==> config.mk <==
export PLATFORM = sky130hd
export DESIGN_NAME = complex_multiplier_pipe_flat
export DESIGN_NICKNAME = d
export VERILOG_FILES = /design/src/rtl/complex_multiplier_pipe_if.sv /design/src/rtl/complex_multiplier_pipe.sv /design/src/flat_wrapper.sv
export SDC_FILE = /design/constraint.sdc
export NUM_CORES = 2
export LEC_CHECK = 0
export ABC_AREA = 1
export BUFFER_PORTS_ARGS = -buffer_cell sky130_fd_sc_hd__buf_2
export CAP_MARGIN = 10
export CORE_MARGIN = 3
export CORE_UTILIZATION = 25
export CTS_BUF_LIST = sky130_fd_sc_hd__clkbuf_8
export CTS_CLUSTER_SIZE = 30
export DETAILED_ROUTE_END_ITERATION = 6
export GPL_TIMING_DRIVEN = 0
export PLACE_DENSITY = 0.36
export SLEW_MARGIN = 20
export SYNTH_ARGS = -nofsm -noshare
export SYNTH_HDL_FRONTEND = slang
export SYNTH_SLANG_ARGS = --single-unit
==> constraint.sdc <==
create_clock -name clk -period 13 [get_ports clk]
set_input_delay 1.95 -clock clk [delete_from_list [all_inputs] [get_ports clk]]
set_output_delay 1.95 -clock clk [all_outputs]
set_load 0.05 [all_outputs]
==> src/rtl/complex_multiplier_pipe_if.sv <==
// Stream bundle for the complex multiplier: operand input stream, result output stream, overflow status.
// Pure wiring, no latency.
// Backpressure is carried by in_ready/out_ready in the usual valid/ready sense.
interface complex_multiplier_pipe_if #(
  parameter int W = 16
);
  logic         in_valid;
  logic         in_ready;
  logic         conj_en;
  logic [W-1:0] in1_r;
  logic [W-1:0] in1_i;
  logic [W-1:0] in2_r;
  logic [W-1:0] in2_i;
  logic         out_valid;
  logic         out_ready;
  logic [W-1:0] out_r;
  logic [W-1:0] out_i;
  logic         out_ovf;
  logic         ovf_sticky;
  logic         clr_ovf;

  // Upstream/downstream side that drives operands and consumes results
  modport master (
    output in_valid, conj_en, in1_r, in1_i, in2_r, in2_i, out_ready, clr_ovf,
    input  in_ready, out_valid, out_r, out_i, out_ovf, ovf_sticky
  );

  // Multiplier side
  modport slave (
    input  in_valid, conj_en, in1_r, in1_i, in2_r, in2_i, out_ready, clr_ovf,
    output in_ready, out_valid, out_r, out_i, out_ovf, ovf_sticky
  );
endinterface

==> src/rtl/complex_multiplier_pipe.sv <==
// Pipelined complex multiply (twiddle stage): out = in1*in2 or in1*conj(in2), rounded/truncated then saturated or wrapped.
// Latency PIPE_STAGES cycles (>= 2), one sample per cycle.
// All stages advance together only when the output is empty or being taken; in_ready is that advance term.
module complex_multiplier_pipe #(
  parameter int INTEGER_SIZE = 8,
  parameter int FRACT_SIZE   = 8,
  parameter int PIPE_STAGES  = 2,
  parameter int ROUND_MODE   = 0,
  parameter int SATURATE     = 1
) (
  input  logic                     clk,
  input  logic                     rst,
  complex_multiplier_pipe_if.slave bus
);

  localparam int W  = INTEGER_SIZE + FRACT_SIZE;
  // Products carry one guard bit so the conj-negated -2^(W-1) operand never wraps.
  localparam int PW = 2 * W + 1;
  // Sum width: one more bit than the products so p1 - p2 and p3 + p4 cannot overflow.
  localparam int SW = 2 * W + 2;

  localparam logic signed [SW-1:0] MAX_V = {{(SW-W+1){1'b0}}, {(W-1){1'b1}}};
  localparam logic signed [SW-1:0] MIN_V = {{(SW-W+1){1'b1}}, {(W-1){1'b0}}};
  localparam logic signed [SW-1:0] RND_V = (ROUND_MODE != 0) ? (SW'(1) << (FRACT_SIZE - 1)) : '0;

  // ---------------------------------------------------------------- flow control
  logic adv;
  logic out_vld;
  logic handoff;

  assign adv          = ~out_vld | bus.out_ready;
  assign handoff      = out_vld & bus.out_ready;
  assign bus.in_ready = adv;

  // ---------------------------------------------------------------- stage 1: products
  logic signed [PW-1:0] r1_x, i1_x, r2_x, i2_x, i2_c;
  logic signed [PW-1:0] p1_d, p2_d, p3_d, p4_d;
  logic                 s1_vld_q;
  logic signed [PW-1:0] s1_p1_q, s1_p2_q, s1_p3_q, s1_p4_q;

  assign r1_x = {{(PW-W){bus.in1_r[W-1]}}, bus.in1_r};
  assign i1_x = {{(PW-W){bus.in1_i[W-1]}}, bus.in1_i};
  assign r2_x = {{(PW-W){bus.in2_r[W-1]}}, bus.in2_r};
  assign i2_x = {{(PW-W){bus.in2_i[W-1]}}, bus.in2_i};
  // Conjugation is a sign flip of the twiddle's imaginary part, done in the widened domain.
  assign i2_c = bus.conj_en ? -i2_x : i2_x;

  // True products fit in PW bits, so keeping the low PW bits of the product is exact.
  assign p1_d = r1_x * r2_x;
  assign p2_d = i1_x * i2_c;
  assign p3_d = r1_x * i2_c;
  assign p4_d = i1_x * r2_x;

  // Stage 1 register: capture the four partial products when the pipe advances
  always_ff @(posedge clk) begin
    if (rst) begin
      s1_vld_q <= 1'b0;
      s1_p1_q  <= '0;
      s1_p2_q  <= '0;
      s1_p3_q  <= '0;
      s1_p4_q  <= '0;
    end else if (adv) begin
      s1_vld_q <= bus.in_valid;
      s1_p1_q  <= p1_d;
      s1_p2_q  <= p2_d;
      s1_p3_q  <= p3_d;
      s1_p4_q  <= p4_d;
    end
  end

  // ---------------------------------------------------------------- stage 2: sum, scale, clamp
  logic signed [SW-1:0] sr_sum, si_sum, sr_sh, si_sh;
  logic [W:0]           fit_r, fit_i;
  logic [W-1:0]         s2_r_d, s2_i_d;
  logic                 s2_ovf_d;

  // Returns {ovf, value}: ovf when v lies outside the W-bit signed range.
  function automatic logic [W:0] fit_w(input logic signed [SW-1:0] v);
    logic         ovf;
    logic [W-1:0] val;
    ovf = (v > MAX_V) || (v < MIN_V);
    val = v[W-1:0];
    if (ovf && (SATURATE != 0)) begin
      val = v[SW-1] ? {1'b1, {(W-1){1'b0}}} : {1'b0, {(W-1){1'b1}}};
    end
    return {ovf, val};
  endfunction

  assign sr_sum = {s1_p1_q[PW-1], s1_p1_q} - {s1_p2_q[PW-1], s1_p2_q} + RND_V;
  assign si_sum = {s1_p3_q[PW-1], s1_p3_q} + {s1_p4_q[PW-1], s1_p4_q} + RND_V;
  // Arithmetic shift gives floor semantics; the rounding offset is already folded in above,
  // so a rounding carry that pushes the value out of range is caught by fit_w.
  assign sr_sh  = sr_sum >>> FRACT_SIZE;
  assign si_sh  = si_sum >>> FRACT_SIZE;

  // Stage 2 next-state: range-fit both parts and merge their overflow flags
  always_comb begin
    fit_r    = fit_w(sr_sh);
    fit_i    = fit_w(si_sh);
    s2_r_d   = fit_r[W-1:0];
    s2_i_d   = fit_i[W-1:0];
    s2_ovf_d = fit_r[W] | fit_i[W];
  end

  // ---------------------------------------------------------------- stages 2..N: result registers
  logic         st_vld_q [2:PIPE_STAGES];
  logic [W-1:0] st_r_q   [2:PIPE_STAGES];
  logic [W-1:0] st_i_q   [2:PIPE_STAGES];
  logic         st_ovf_q [2:PIPE_STAGES];

  // Result shift chain: stage 2 takes the fitted result, later stages are plain delays
  always_ff @(posedge clk) begin
    if (rst) begin
      for (int k = 2; k <= PIPE_STAGES; k++) begin
        st_vld_q[k] <= 1'b0;
        st_r_q[k]   <= '0;
        st_i_q[k]   <= '0;
        st_ovf_q[k] <= 1'b0;
      end
    end else if (adv) begin
      st_vld_q[2] <= s1_vld_q;
      st_r_q[2]   <= s2_r_d;
      st_i_q[2]   <= s2_i_d;
      st_ovf_q[2] <= s2_ovf_d;
      for (int k = 3; k <= PIPE_STAGES; k++) begin
        st_vld_q[k] <= st_vld_q[k-1];
        st_r_q[k]   <= st_r_q[k-1];
        st_i_q[k]   <= st_i_q[k-1];
        st_ovf_q[k] <= st_ovf_q[k-1];
      end
    end
  end

  assign out_vld = st_vld_q[PIPE_STAGES];

  // ---------------------------------------------------------------- sticky overflow
  logic ovf_sticky_q, ovf_sticky_d;

  // Sticky next-state: only overflows actually handed downstream count; a set beats a clear
  always_comb begin
    ovf_sticky_d = ovf_sticky_q;
    if (handoff && st_ovf_q[PIPE_STAGES]) begin
      ovf_sticky_d = 1'b1;
    end else if (bus.clr_ovf) begin
      ovf_sticky_d = 1'b0;
    end
  end

  // Sticky register
  always_ff @(posedge clk) begin
    if (rst) begin
      ovf_sticky_q <= 1'b0;
    end else begin
      ovf_sticky_q <= ovf_sticky_d;
    end
  end

  assign bus.out_valid  = out_vld;
  assign bus.out_r      = st_r_q[PIPE_STAGES];
  assign bus.out_i      = st_i_q[PIPE_STAGES];
  assign bus.out_ovf    = st_ovf_q[PIPE_STAGES];
  assign bus.ovf_sticky = ovf_sticky_q;

endmodule
==> src/flat_wrapper.sv <==
// flat-port wrapper written by rule: the top's interface ports become plain ports
module complex_multiplier_pipe_flat 
#(
  parameter int INTEGER_SIZE = 8,
  parameter int FRACT_SIZE   = 8,
  parameter int PIPE_STAGES  = 2,
  parameter int ROUND_MODE   = 0,
  parameter int SATURATE     = 1
)
  (clk, rst, bus_in_valid, bus_conj_en, bus_in1_r, bus_in1_i, bus_in2_r, bus_in2_i, bus_out_ready, bus_clr_ovf, bus_in_ready, bus_out_valid, bus_out_r, bus_out_i, bus_out_ovf, bus_ovf_sticky);
  complex_multiplier_pipe_if bus_i ();
  input  logic clk;
  input  logic rst;
  input wire logic [$bits(bus_i.in_valid)-1:0] bus_in_valid;
  input wire logic [$bits(bus_i.conj_en)-1:0] bus_conj_en;
  input wire logic [$bits(bus_i.in1_r)-1:0] bus_in1_r;
  input wire logic [$bits(bus_i.in1_i)-1:0] bus_in1_i;
  input wire logic [$bits(bus_i.in2_r)-1:0] bus_in2_r;
  input wire logic [$bits(bus_i.in2_i)-1:0] bus_in2_i;
  input wire logic [$bits(bus_i.out_ready)-1:0] bus_out_ready;
  input wire logic [$bits(bus_i.clr_ovf)-1:0] bus_clr_ovf;
  output wire logic [$bits(bus_i.in_ready)-1:0] bus_in_ready;
  output wire logic [$bits(bus_i.out_valid)-1:0] bus_out_valid;
  output wire logic [$bits(bus_i.out_r)-1:0] bus_out_r;
  output wire logic [$bits(bus_i.out_i)-1:0] bus_out_i;
  output wire logic [$bits(bus_i.out_ovf)-1:0] bus_out_ovf;
  output wire logic [$bits(bus_i.ovf_sticky)-1:0] bus_ovf_sticky;
  assign bus_i.in_valid = bus_in_valid;
  assign bus_i.conj_en = bus_conj_en;
  assign bus_i.in1_r = bus_in1_r;
  assign bus_i.in1_i = bus_in1_i;
  assign bus_i.in2_r = bus_in2_r;
  assign bus_i.in2_i = bus_in2_i;
  assign bus_i.out_ready = bus_out_ready;
  assign bus_i.clr_ovf = bus_clr_ovf;
  assign bus_in_ready = bus_i.in_ready;
  assign bus_out_valid = bus_i.out_valid;
  assign bus_out_r = bus_i.out_r;
  assign bus_out_i = bus_i.out_i;
  assign bus_out_ovf = bus_i.out_ovf;
  assign bus_ovf_sticky = bus_i.ovf_sticky;
  complex_multiplier_pipe #(.INTEGER_SIZE(INTEGER_SIZE), .FRACT_SIZE(FRACT_SIZE), .PIPE_STAGES(PIPE_STAGES), .ROUND_MODE(ROUND_MODE), .SATURATE(SATURATE)) u_core (.clk(clk), .rst(rst), .bus(bus_i));
endmodule
==> reports/results.tsv <==
stage	metric	value	unit
worst_hold_path	Worst Hold Class	reg -> reg	
logic_synthesis	count of cell types in the netlist	55	
global_route	initial antenna violation count	24	
worst_hold_path	hold path start	u_core.s1_p2_q[32]$_SDFFE_PP0N_	
placed_design	Port Buffers	95	
setup_path	r2r setup slk	9.47	ns
logic_synthesis	Mapped Area	55400	um^2
detailed_routing	routed vias/inst	4.49	
setup_path	Crit path required time	13.55	ns
detailed_routing	final wirelength	246000	um
detailed_routing	TritonRoute pass-1 iters	6	
setup_path	FF-to-FF End	u_core.st_i_q[2][5]$_SDFFCE_PN0P_	
logic_synthesis	synthesized net count	9035	
detailed_routing	number of remaining DRC errors	0	
clocking	H-tree levels	4	
setup_path	R2R Path Start	u_core.s1_p4_q[12]$_SDFFE_PP0N_	
timing	final setup fails	0	
placed_design	hpwl dp	217000	um
timing	Layout Skew	0.0288	ns
worst_hold_path	Hold Path End	u_core.s1_p2_q[32]$_SDFFE_PP0N_	
setup_path	critical path arrival	12.35	ns
setup_path	crit-path max cell delay	0.90	ns
timing	f_max	0.0848	GHz
layout	Area Overhead vs Synth	8.72	%
outcome	status	finished clean	
timing	worst rel slew slack	0.177	
logic_synthesis	Mapped Avg Cell Area	7.50	um^2
setup_path	R2R cell count	13	
logic_synthesis	top_reg_cell synth	dfxtp_1	
logic_synthesis	Synth async-reset ratio	0	
placed_design	routability cong.	0.900	
layout	most frequent cells in the layout	inv_1 (2,016), nand2_1 (1,784), fa_1 (1,160)	
detailed_routing	Initial DRC Count	3310	
timing	final hold violations	0	
clocking	Worst-Skew Late Latency	0.63	ns
logic_synthesis	largest cells by area after synthesis	fa_1 (42%), inv_1 (14%), nand2_1 (12%)	
timing	fin crit period	11.79	ns
timing	RSZ-0062 raised after global routing	false	
timing	final cycle utilization of the critical path	0.907	
clocking	Root Driver	clkbuf_8	
run	max-cap viol count	0	
layout	fin util	0.274	
setup_path	crit path max-delay cell type	a31oi_1	
logic_synthesis	post-synthesis sequential element count	166	
detailed_routing	detailed-route via count	47100	
logic_synthesis	dominant cell type by area after synthesis	fa_1	
global_route	global route overflow	0	
setup_path	Setup crit end kind	flip-flop	
layout	Layout Nets	9156	
floorplanning	area of the die	227000	um^2
timing	Sum Neg Setup Slack	0	ns
worst_hold_path	Hold Path Depth	2	
global_route	pin count of the biggest net entering global routing	25	
logic_synthesis	Yosys warnings	0	
clocking	CTS Buf Count	17	
floorplanning	Initial Util	0.252	
clocking	clock-pin transition on the worst setup and hold timing paths	0.11	ns
clocking	CTS resizes	0	
timing	worst-margin pin slew	1.23	ns
logic_synthesis	sequential share of the synthesized area	0.0661	
clocking	CTS tree	yes	
setup_path	Worst setup SP type	input pin	
clocking	CTS sink cnt	166	
global_route	GR Util All Layers	0.219	
timing	Hold Slack	0.466	ns
global_route	first-pass GRT wire length	356000	um
setup_path	Worst Path Class, Setup	in -> reg	
global_route	number of global-route vias before repair	49700	
clocking	postcts setup bufs	0	
detailed_routing	antenna-violating nets left	0	
logic_synthesis	Cells after Synth	7386	
floorplanning	row count	172	
clocking	Hold-fix buffers, CTS	0	
logic_synthesis	Synth top area share	0.419	
setup_path	worst-path fanout max	10	
floorplanning	Die X	477	um
floorplanning	io pins	106	
timing	Slew Limit Fails	0	
floorplanning	die height	477	um
logic_synthesis	Post-synth EDFFs	34	
detailed_routing	WL/cell	23.5	um
layout	commonest non-fill, non-tap cell in the layout	inv_1	
floorplanning	Core ar.	220000	um^2
layout	layout cell share with drive strength beyond 1	0.0327	
clocking	clk buf depth	2	
[metrics by stage]
stage               instance area, um^2  std cells  setup WS [ns]
floorplan                         55400       7386           4.40
detailed placement                59800      10400          0.735
global route                      60200      10500          0.923
CTS                               60200      10500           1.46
finish                            60200      10500           1.21
global placement                  59600      10400          0.611
[registers in the layout (all words and copies together) (netlist names), 16 cells and up]
register and flops:
u_core.s1_p1_q 32, u_core.s1_p2_q 33, u_core.s1_p3_q 33, u_core.s1_p4_q 32, u_core.st_i_q 16, u_core.st_r_q 16
[cell usage after synthesis, types with 11 or more instances]
| library cell | n |
|---|---|
| inv_1 | 2016 |
| a21o_1 | 16 |
| fa_1 | 1160 |
| nor3_1 | 29 |
| clkinv_1 | 11 |
| dfxtp_1 | 132 |
| a32o_1 | 12 |
| ha_1 | 419 |
| o21ai_0 | 231 |
| nand4_1 | 36 |
| xnor2_1 | 34 |
| edfxtp_1 | 34 |
| nand2_1 | 1784 |
| a21oi_1 | 267 |
| xor2_1 | 41 |
| or2_2 | 17 |
| clkbuf_1 | 228 |
| nor2_1 | 563 |
| a22o_1 | 12 |
| o22ai_1 | 15 |
| buf_1 | 32 |
| nand3_1 | 160 |
| o21bai_1 | 23 |
[final cells by class]
cell class | instances | area (um^2)
fillers | 24900 | 160000
well taps | 2958 | 3700
inverters | 2031 | 7620
diodes | 7 | 17.5
multi-input cells | 4915 | 43100
clock inverters | 15 | 165
repair buffers | 102 | 641
clock buffers | 17 | 234
plain buffers | 274 | 1130
flip-flops and latches | 166 | 3660
[routing by layer]
layer / vias to the layer above / GRT usage / share of wire
li1: 21700 / - / -
met1: 24000 / 0.304 / 0.47
met2: 1162 / 0.351 / 0.45
met3: 154 / 0.0365 / 0.057
met4: 2 / 0.0565 / 0.029
met5: - / 0 / 0.000053
[critical path: cells and delay by family]
kind / cells / cell delay (ns)
adder cells (fa/ha/maj): 9 / 3.94
buffers and inverters: 8 / 1.27
AND/OR/NAND/NOR: 13 / 2.96
AO/OA/AOI/OAI: 4 / 2.18
[kinds of logic after synthesis]
kind of cell             share of synthesized area
adder cells (fa/ha/maj)                      0.514
flip-flops                                  0.0661
XOR/XNOR                                    0.0122
AO/OA/AOI/OAI                               0.0628
buffers and inverters                        0.157
AND/OR/NAND/NOR                              0.188
[worst max path at each step]
stage	start	to	depth (start not counted)
finish	bus_in2_i[0]	u_core.s1_p3_q[32]$_SDFFE_PP0N_	34
global route	bus_in2_i[0]	u_core.s1_p3_q[32]$_SDFFE_PP0N_	34
CTS	bus_in2_i[0]	u_core.s1_p3_q[32]$_SDFFE_PP0N_	34
detailed placement	bus_in2_i[0]	u_core.s1_p3_q[32]$_SDFFE_PP0N_	32
global placement	bus_in2_i[0]	u_core.s1_p3_q[32]$_SDFFE_PP0N_	34
floorplan	bus_in2_i[0]	u_core.s1_p2_q[29]$_SDFFE_PP0N_	33
Power is not shown: default switching activity piles up to over one toggle a cycle in this logic, so the estimate is an artifact.
